**config.mk**
```make
export PLATFORM = sky130hd
export DESIGN_NAME = mips_alu_hilo
export DESIGN_NICKNAME = d
export VERILOG_FILES = /design/src/rtl/mips_alu_hilo_pkg.sv /design/src/rtl/mips_alu_hilo_div.sv /design/src/rtl/mips_alu_hilo.sv
export SDC_FILE = /design/constraint.sdc
export NUM_CORES = 1
export LEC_CHECK = 0
export CAP_MARGIN = 20
export CORE_ASPECT_RATIO = 0.7
export CORE_MARGIN = 2
export CORE_UTILIZATION = 49
export DETAILED_ROUTE_END_ITERATION = 8
export PLACE_DENSITY = 0.78
export SLEW_MARGIN = 30
export SYNTH_ARGS = -nofsm -noshare
export SYNTH_HDL_FRONTEND = slang
export SYNTH_SLANG_ARGS = --single-unit
```
**constraint.sdc**
```tcl
create_clock -name clk -period 3.6 [get_ports clk]
set_clock_uncertainty 0.05 [all_clocks]
set_input_delay 0.54 -clock clk [delete_from_list [all_inputs] [get_ports clk]]
set_output_delay 0.54 -clock clk [all_outputs]
set_load 0.005 [all_outputs]
```
**src/rtl/mips_alu_hilo_pkg.sv**
```systemverilog
// Shared types for the HI/LO unit: ALU function codes and the divide FSM states.
package mips_alu_hilo_pkg;

  localparam int unsigned FUNC_W = 5;

  typedef enum logic [FUNC_W-1:0] {
    FUNC_ADD  = 5'd0,
    FUNC_ADDU = 5'd1,
    FUNC_SUB  = 5'd2,
    FUNC_SUBU = 5'd3,
    FUNC_AND  = 5'd4,
    FUNC_OR   = 5'd5,
    FUNC_XOR  = 5'd6,
    FUNC_NOR  = 5'd7,
    FUNC_SLT  = 5'd8,
    FUNC_SLTU = 5'd9,
    FUNC_SLL  = 5'd10,
    FUNC_SRL  = 5'd11,
    FUNC_SRA  = 5'd12,
    FUNC_LUI  = 5'd13,
    FUNC_MULS = 5'd14,
    FUNC_MULU = 5'd15,
    FUNC_DIVS = 5'd16,
    FUNC_DIVU = 5'd17,
    FUNC_MFHI = 5'd18,
    FUNC_MFLO = 5'd19,
    FUNC_MTHI = 5'd20,
    FUNC_MTLO = 5'd21
  } func_e;

  localparam int unsigned FUNC_LAST = 21;

  typedef enum logic [1:0] {
    ST_IDLE = 2'd0,
    ST_DIV  = 2'd1,
    ST_FIX  = 2'd2
  } hilo_state_e;

endpackage

```
**src/rtl/mips_alu_hilo_div.sv**
```systemverilog
// Iterative restoring divider core: magnitude capture, one quotient bit per step,
// and sign fix-up of the final quotient/remainder.
module mips_alu_div #(
  parameter int unsigned DATA_W = 32
) (
  input  logic              clk,
  input  logic              rst_n,
  input  logic              start,
  input  logic              abort,
  input  logic              step,
  input  logic              is_signed,
  input  logic [DATA_W-1:0] dividend,
  input  logic [DATA_W-1:0] divisor,
  output logic              done_c,
  output logic [DATA_W-1:0] quotient_c,
  output logic [DATA_W-1:0] remainder_c
);

  localparam int unsigned CNT_W = $clog2(DATA_W);

  logic [DATA_W-1:0] quo_q, rem_q, dvs_q;
  logic              neg_quo_q, neg_rem_q, divz_q;
  logic [CNT_W-1:0]  cnt_q;

  logic              dvd_neg_c, dvs_neg_c;
  logic [DATA_W-1:0] dvd_mag_c, dvs_mag_c;
  logic [DATA_W:0]   partial_c, diff_c;

  always_comb begin
    dvd_neg_c = is_signed & dividend[DATA_W-1];
    dvs_neg_c = is_signed & divisor[DATA_W-1];
    dvd_mag_c = dvd_neg_c ? DATA_W'(-dividend) : dividend;
    dvs_mag_c = dvs_neg_c ? DATA_W'(-divisor) : divisor;
  end

  // Partial remainder is always below twice the divisor, so the (DATA_W+1)-bit
  // difference's MSB is a valid borrow flag. Divisor zero is overridden below.
  assign partial_c = {rem_q, quo_q[DATA_W-1]};
  assign diff_c    = partial_c - {1'b0, dvs_q};
  assign done_c    = step && (cnt_q == CNT_W'(DATA_W - 1));

  always_ff @(posedge clk) begin
    if (!rst_n) begin
      quo_q     <= '0;
      rem_q     <= '0;
      dvs_q     <= '0;
      neg_quo_q <= 1'b0;
      neg_rem_q <= 1'b0;
      divz_q    <= 1'b0;
      cnt_q     <= '0;
    end else if (abort) begin
      cnt_q <= '0;
    end else if (start) begin
      quo_q     <= dvd_mag_c;
      rem_q     <= '0;
      dvs_q     <= dvs_mag_c;
      neg_quo_q <= dvd_neg_c ^ dvs_neg_c;
      neg_rem_q <= dvd_neg_c;
      divz_q    <= (divisor == '0);
      cnt_q     <= '0;
    end else if (step) begin
      rem_q <= diff_c[DATA_W] ? partial_c[DATA_W-1:0] : diff_c[DATA_W-1:0];
      quo_q <= {quo_q[DATA_W-2:0], ~diff_c[DATA_W]};
      cnt_q <= CNT_W'(cnt_q + 1'b1);
    end
  end

  // Remainder follows the dividend sign; with a zero divisor that reproduces data1.
  always_comb begin
    quotient_c  = neg_quo_q ? DATA_W'(-quo_q) : quo_q;
    remainder_c = neg_rem_q ? DATA_W'(-rem_q) : rem_q;
    if (divz_q) quotient_c = '1;
  end

endmodule

```
**src/rtl/mips_alu_hilo.sv**
```systemverilog
// HI/LO register unit: commits multiply/move-to results and runs multi-cycle divides,
// stalling the pipeline via busy while the divider is active.
module mips_alu_hilo
  import mips_alu_hilo_pkg::*;
#(
  parameter int unsigned DATA_W = 32
) (
  input  logic              clk,
  input  logic              rst_n,
  input  logic              valid_in,
  input  logic              flush,
  input  logic [FUNC_W-1:0] func,
  input  logic [DATA_W-1:0] data1,
  input  logic [DATA_W-1:0] data2,
  input  logic [DATA_W-1:0] alu_lo,
  input  logic [DATA_W-1:0] alu_hi,
  output logic [DATA_W-1:0] reg_lo,
  output logic [DATA_W-1:0] reg_hi,
  output logic              busy
);

  hilo_state_e       state_q, state_nxt;
  logic [DATA_W-1:0] hi_nxt, lo_nxt;
  func_e             fn_c;
  logic              accept_c, div_start_c, div_step_c, div_abort_c, div_done_c;
  logic [DATA_W-1:0] quotient_c, remainder_c;

  assign fn_c        = func_e'(func);
  assign accept_c    = (state_q == ST_IDLE) && valid_in && !flush;
  assign div_step_c  = (state_q == ST_DIV) && !flush;
  assign div_abort_c = (state_q != ST_IDLE) && flush;

  mips_alu_div #(.DATA_W(DATA_W)) u_div (
    .clk         (clk),
    .rst_n       (rst_n),
    .start       (div_start_c),
    .abort       (div_abort_c),
    .step        (div_step_c),
    .is_signed   (fn_c == FUNC_DIVS),
    .dividend    (data1),
    .divisor     (data2),
    .done_c      (div_done_c),
    .quotient_c  (quotient_c),
    .remainder_c (remainder_c)
  );

  always_ff @(posedge clk) begin
    if (!rst_n) begin
      state_q <= ST_IDLE;
      reg_hi  <= '0;
      reg_lo  <= '0;
      busy    <= 1'b0;
    end else begin
      state_q <= state_nxt;
      reg_hi  <= hi_nxt;
      reg_lo  <= lo_nxt;
      busy    <= (state_nxt != ST_IDLE);
    end
  end

  // Next state and HI/LO write select.
  always_comb begin
    state_nxt   = state_q;
    hi_nxt      = reg_hi;
    lo_nxt      = reg_lo;
    div_start_c = 1'b0;
    unique case (state_q)
      ST_IDLE: begin
        if (accept_c) begin
          case (fn_c)
            FUNC_MULS, FUNC_MULU: begin
              hi_nxt = alu_hi;
              lo_nxt = alu_lo;
            end
            FUNC_MTLO: lo_nxt = alu_lo;
            FUNC_MTHI: hi_nxt = alu_hi;
            FUNC_DIVS, FUNC_DIVU: begin
              div_start_c = 1'b1;
              state_nxt   = ST_DIV;
            end
            default: ;
          endcase
        end
      end
      ST_DIV: begin
        if (flush)           state_nxt = ST_IDLE;
        else if (div_done_c) state_nxt = ST_FIX;
      end
      ST_FIX: begin
        state_nxt = ST_IDLE;
        if (!flush) begin
          lo_nxt = quotient_c;
          hi_nxt = remainder_c;
        end
      end
      default: state_nxt = ST_IDLE;
    endcase
  end

endmodule

```
==> qor.yml, run 1 <==
clock_tree:
  cts_buffers: 17
  post_cts_buffers: 0
  cts_tree: "done"
  clkLatencyLatePin_ns: 0.44
  clock-sinks: 171
  cts_max_path_buffers: 2
  cts.root.buffer_cell: "clkbuf_16"
  hold_buffers: 0
  h-tree-depth: 4
  clk_pin_slew_ns: 0.07
sta:
  hold_violations: 0
  drv_slew: 0
  max_freq_mhz: 294
  finalSetupTns_ns: 0
  worst_pin_slew_ns: 0.880
  rsz0062_at_grt: "no"
  post-route-period-util: 0.946
  min_period_ns: 3.40
  setup-violations-final: 0
  slew_headroom: 0.398
power:
  power_mw: 4.52
  power_density_mw_per_mm2: 314
  p_leak_nw: 5.52
  ir_drop_uv: 351
cells_and_area:
  stdcell_count: 1982
  diodes: 0
  area.growth.synth_to_final_pct: 28.2
  final_common_cell: "clkdlybuf4s50_1"
  finish.instance_area_mm2: 0.0144
  mostFrequentLayoutCells: "clkdlybuf4s50_1 (201), dfxtp_1 (170), nand2_1 (167)"
  fill_cells: 2006
  final_nets: 1833
  drive_gt1_frac: 0.0707
setup_path:
  rrSetupSlack_ns: 0.20
  crit_start: "u_div.quo_q[31]"
  crit_path_top_delay_cell: "or4_4"
  worst-path-buf-inv: 2
  cp.required_ns: 3.86
  cp-end-kind: "flop"
  reg2reg_to: "u_div.rem_q[3]"
  worstSetupPathType: "flop to flop"
  critPathMaxStageDelay_ns: 0.56
  worstPathCellList: "inv_1 > ha_1 > fa_2 > nor2b_2 > o31a_1 > o21ai_1 > o41a_2 > and2_4 > or4_4 > nand3_4 > buf_12 > mux2i_1 > o21ai_0"
  startpoint_type: "flop"
  path_delay_family: "simple AND/OR/NAND/NOR gates"
  cp.depth: 13
  r2r-start: "u_div.quo_q[31]"
  path_max_fanout: 10
  worstSetupEndpoint: "u_div.rem_q[3]"
  arrival_ns: 3.67
  worst_r2r_path_depth: 13
min_path:
  hold_class: "flop to flop"
global_routing:
  grt_antenna_before_repair: 0
  grtUsageTotal: 0.289
  grt_pass1_vias: 10326
  grt_start_max_net_pins: 122
  grt_overflow: 0
  grt_pass1_wl_um: 55300
floorplanning:
  core-area_mm2: 0.0226
  ios: 202
  num_rows: 46
  dieArea_mm2: 0.0242
  start_util: 0.498
  die_x_um: 185
  die_y_um: 131
synthesis:
  synthesis.area_mm2: 0.0112
  yosysUniqueCellTypes: 72
  synth_top_flop_cell: "dfxtp_1"
  ys_ff_latch: 171
  synth_edf_count: 0
  syn_avg_cell_area_um2: 7.64
  async_flop_share: 0
  syn_inst: 1469
  yosys_warnings: 0
  ys_seq_area_frac: 0.305
  syn-num-nets: 1645
routing:
  drt_wl_total_um: 35400
  avgViaCountPerCell: 5.83
  wire_per_inst_um: 17.9
  drt-pass1-iter-count: 6
  num_vias: 11554
  drc: 0
  ant_nets: 0
  dr.first_iter.drc_count: 1126
placement:
  gp_congestion: 0.959
  numPortBuffers: 201
  post-place-cells: 1949
  placement.cell_area_mm2: 0.0138
  dp_hpwl_um: 26500
status:
  status: "complete, no violations"
flow_run:
  maxCapViolations: 0
## registers in the layout (all words and copies together), names as in the netlist
register and flops:
u_div.quo_q 32, u_div.divz_q 1, u_div.rem_q 32, reg_hi 32, reg_lo 32, u_div.neg_quo_q 1
state_q 2, busy 1, u_div.dvs_q 32, u_div.neg_rem_q 1, u_div.cnt_q 5
## how the worst min path moves through the flow
stage | start | endpoint | slack [ns] | depth (start not counted)
CTS | reg_lo[23] | reg_lo[23] | 0.41 | 2
floorplan | u_div.dvs_q[31] | u_div.dvs_q[31] | 0.38 | 2
detailed placement | reg_lo[7] | reg_lo[7] | 0.40 | 2
global placement | reg_lo[7] | reg_lo[7] | 0.39 | 2
finish | reg_lo[1] | reg_lo[1] | 0.40 | 2
global route | reg_lo[20] | reg_lo[20] | 0.42 | 2
## timing repair
action | in CTS | in global routing
gates resized for setup | 1 | 5
pin swaps | 0 | 2
endpoints found under the setup margin | 20 | 31
gates cloned | 0 | 1
## cell usage after synthesis (29+ instances only)
master | instances | area, µm²
ha_1 | 38 | 475
o221ai_1 | 29 | 254
nor3_1 | 30 | 150
nand2_1 | 167 | 627
a21oi_1 | 140 | 701
mux2i_1 | 33 | 330
a211oi_1 | 44 | 330
inv_1 | 58 | 218
dfxtp_1 | 171 | 3420
o21ai_0 | 85 | 425
xnor2_1 | 61 | 534
xor2_1 | 79 | 692
nor2_1 | 152 | 571
clkbuf_1 | 76 | 285
## metal layers
layer,routed length (µm),GRT usage
met5,0,0
met4,283,0.0523
met3,4230,0.0790
met2,13000,0.378
met1,17900,0.461
## per-stage QoR
stage | setup slack [ns] | util | hold slack [ns]
2_1_floorplan | 0.183 | - | 0.382
3_3_place_gp | 0.127 | 0.610 | 0.388
3_5_place_dp | -0.00823 | 0.610 | 0.397
4_1_cts | 0.0349 | 0.636 | 0.407
5_1_grt | 0.0679 | 0.638 | 0.421
6_report | 0.196 | 0.638 | 0.404
## tightest hold or removal path, stage by stage (launching register included)
cell and delay, ns:
dfxtp_1 0.31, nand2_1 0.05, a21oi_1 0.05
## where the power goes
group	internal (mW)	switching, mW
Sequential	1.91	0.0121
Combinational	0.362	0.360
Clock	1.04	0.838
## kinds of logic (layout without fill, tap and decap cells)
family | Yosys count | count (layout) | synth area share
AO/OA/AOI/OAI | 462 | 462 | 0.265
flip-flops | 171 | 171 | 0.305
adder cells (fa/ha/maj) | 39 | 39 | 0.0441
AND/OR/NAND/NOR | 474 | 474 | 0.193
buffers and inverters | 150 | 351 | 0.0543
XOR/XNOR | 140 | 140 | 0.109
multiplexers | 33 | 33 | 0.0294
## layout make-up
type	instances	area, µm²	share of cell area
timing repair buffer	261	2530	0.176
clock inverter	14	158	0.0110
clock buffer	18	429	0.0298
sequential	171	3420	0.238
tap	312	390	0.0271
multi-input combinational	1148	7240	0.503
inverter	58	219	0.0152
No activity file was read; power rests on OpenSTA's default activity.
==> inputs of run 2 (changes only) <==
Settings changed: REMOVE_ABC_BUFFERS set to 1.
==> qor.yml, run 2 (synthesized netlist as in run 1, its figures left out) <==
status:
  status: "complete, no violations"
sta:
  drv_slew: 0
  setup-violations-final: 0
  worst_pin_slew_ns: 0.889
  min_period_ns: 3.47
  worst_slack_ns: 0.129
  slew_headroom: 0.405
  post-route-period-util: 0.964
  max_freq_mhz: 288
  finalSetupTns_ns: 0
  hold_violations: 0
global_routing:
  grt_antenna_before_repair: 0
  grt_pass1_vias: 10340
  grt_overflow: 0
  grt_pass1_wl_um: 56100
  grt_start_max_net_pins: 96
  grtUsageTotal: 0.296
cells_and_area:
  drive_gt1_frac: 0.0667
  final_nets: 1826
  mostFrequentLayoutCells: "clkdlybuf4s50_1 (201), dfxtp_1 (170), nand2_1 (167)"
  regArea_mm2: 0.00342
  diodes: 0
  fill_cells: 2015
  final_common_cell: "clkdlybuf4s50_1"
  area.growth.synth_to_final_pct: 27.7
  multiInputGateArea_mm2: 0.00726
setup_path:
  path_delay_family: "simple AND/OR/NAND/NOR gates"
  arrival_ns: 3.80
  startpoint_type: "flop"
  rrSetupSlack_ns: 0.13
  cp.required_ns: 3.93
  r2r-start: "u_div.quo_q[31]"
  critPathMaxStageDelay_ns: 0.56
  worstPathCellList: "inv_1 > ha_1 > fa_2 > nor2b_2 > o31a_1 > o21ai_1 > o41a_2 > and2_4 > or4_4 > nand3_4 > buf_12 > mux2i_1 > a22o_1"
  path_max_fanout: 14
  cp-end-kind: "flop"
  worst-path-buf-inv: 2
  worst_r2r_path_depth: 13
  reg2reg_to: "u_div.rem_q[1]"
  crit_path_top_delay_cell: "or4_4"
  worstSetupPathType: "flop to flop"
power:
  ir_drop_uv: 349
  power_mw: 4.56
  combPwrFrac: 0.157
  p_leak_nw: 5.48
  power_density_mw_per_mm2: 318
  pwr-share-seq: 0.421
  swShare: 0.269
  internal_power_mw: 3.33
  power_frac_clock: 0.422
  p_switching_mw: 1.22
routing:
  dr.first_iter.drc_count: 1242
  num_vias: 11607
  avgViaCountPerCell: 5.88
  ant_nets: 0
  wire_per_inst_um: 18.3
  drt_wl_total_um: 36100
  drc: 0
  drt-pass1-iter-count: 6
min_path:
  whs_path_depth: 2
  hold_class: "flop to flop"
  worstHoldStart: "reg_lo[17]"
  min_to: "reg_lo[17]"
clock_tree:
  post_cts_buffers: 0
  cts_max_path_buffers: 2
  clk_pin_slew_ns: 0.07
  clkLatencyLatePin_ns: 0.44
  hold_buffers: 0
  cts_tree: "done"
  h-tree-depth: 4
  cts.root.buffer_cell: "clkbuf_16"
  clock-sinks: 171
  cts_buffers: 17
floorplanning:
  dieArea_mm2: 0.0242
  die_x_um: 185
  ios: 202
  core-area_mm2: 0.0226
  num_rows: 46
  die_y_um: 131
  start_util: 0.498
placement:
  dp_hpwl_um: 26900
  pre_cts_slack_ns: -0.0456
  gp_congestion: 0.963
  numPortBuffers: 201
flow_run:
  maxCapViolations: 0
run 2: cell count changes in the layout (fill, tap and decap cells not counted), moves of 2 or more:
cell        delta
clkinvlp_4     +2
buf_4          -4
clkbuf_8       +2
clkinv_2       -2
buf_12         -2
run 2: worst register-to-register path, delay by kind of cell, from the launching register on:
family	cells	cell delay, ns
AND/OR/NAND/NOR	4	1.01
AO/OA/AOI/OAI	4	0.95
adder cells (fa/ha/maj)	2	0.58
flip-flops	1	0.34
buffers and inverters	2	0.24
multiplexers	1	0.24
run 2: timing repair:
action / 4_1_cts / 5_1_grt
endpoints found under the setup margin: 21 / 32
cloned: 0 / 1
pin swaps: 0 / 0
gates resized for setup: 1 / 6
hold endpoints to repair: 0 / 0
run 2: worst max path at each step:
stage                               start  cells after the start              end
after floorplan                state_q[1]                      4       reg_lo[10]
after global placement    u_div.quo_q[31]                     13  u_div.rem_q[18]
after detailed placement  u_div.quo_q[31]                     13  u_div.rem_q[18]
after CTS                 u_div.quo_q[31]                     13   u_div.rem_q[1]
after global routing      u_div.quo_q[31]                     13   u_div.rem_q[2]
final                     u_div.quo_q[31]                     13   u_div.rem_q[1]
run 2: per-stage QoR:
stage                util  cells  hold WS (ns)  area [µm²]
global route        0.635   1975         0.429       14300
CTS                 0.633   1974         0.402       14300
global placement    0.606   1942         0.387       13700
finish              0.635   1975         0.401       14300
detailed placement  0.607   1942         0.393       13700
floorplan               -   1377         0.382       10800
run 2: power groups by stage:
| stage | sequential [mW] | clock [mW] | combinational [mW] |
|---|---|---|---|
| after floorplan | 1.96 | 0 | 0.352 |
| after global placement | 1.96 | 0 | 0.664 |
| after detailed placement | 1.96 | 0 | 0.672 |
| after CTS | 1.92 | 1.93 | 0.678 |
| after global routing | 1.92 | 2.01 | 0.763 |
| final | 1.92 | 1.93 | 0.714 |
run 2: layer usage:
metal	global-route usage	wire length, µm	vias to the layer above
met1	0.458	17700	5349
met2	0.390	13700	552
met3	0.0912	4180	44
li1	-	-	5662
met5	0	0	-
met4	0.0733	563	0
run 2: area by class of cell:
cell class | count | share of cell area
multi-input cells | 1148 | 0.506
flip-flops and latches | 171 | 0.239
repair buffers | 254 | 0.171
clock buffers | 21 | 0.0321
well taps | 312 | 0.0272
inverters | 58 | 0.0153
clock inverters | 11 | 0.00934
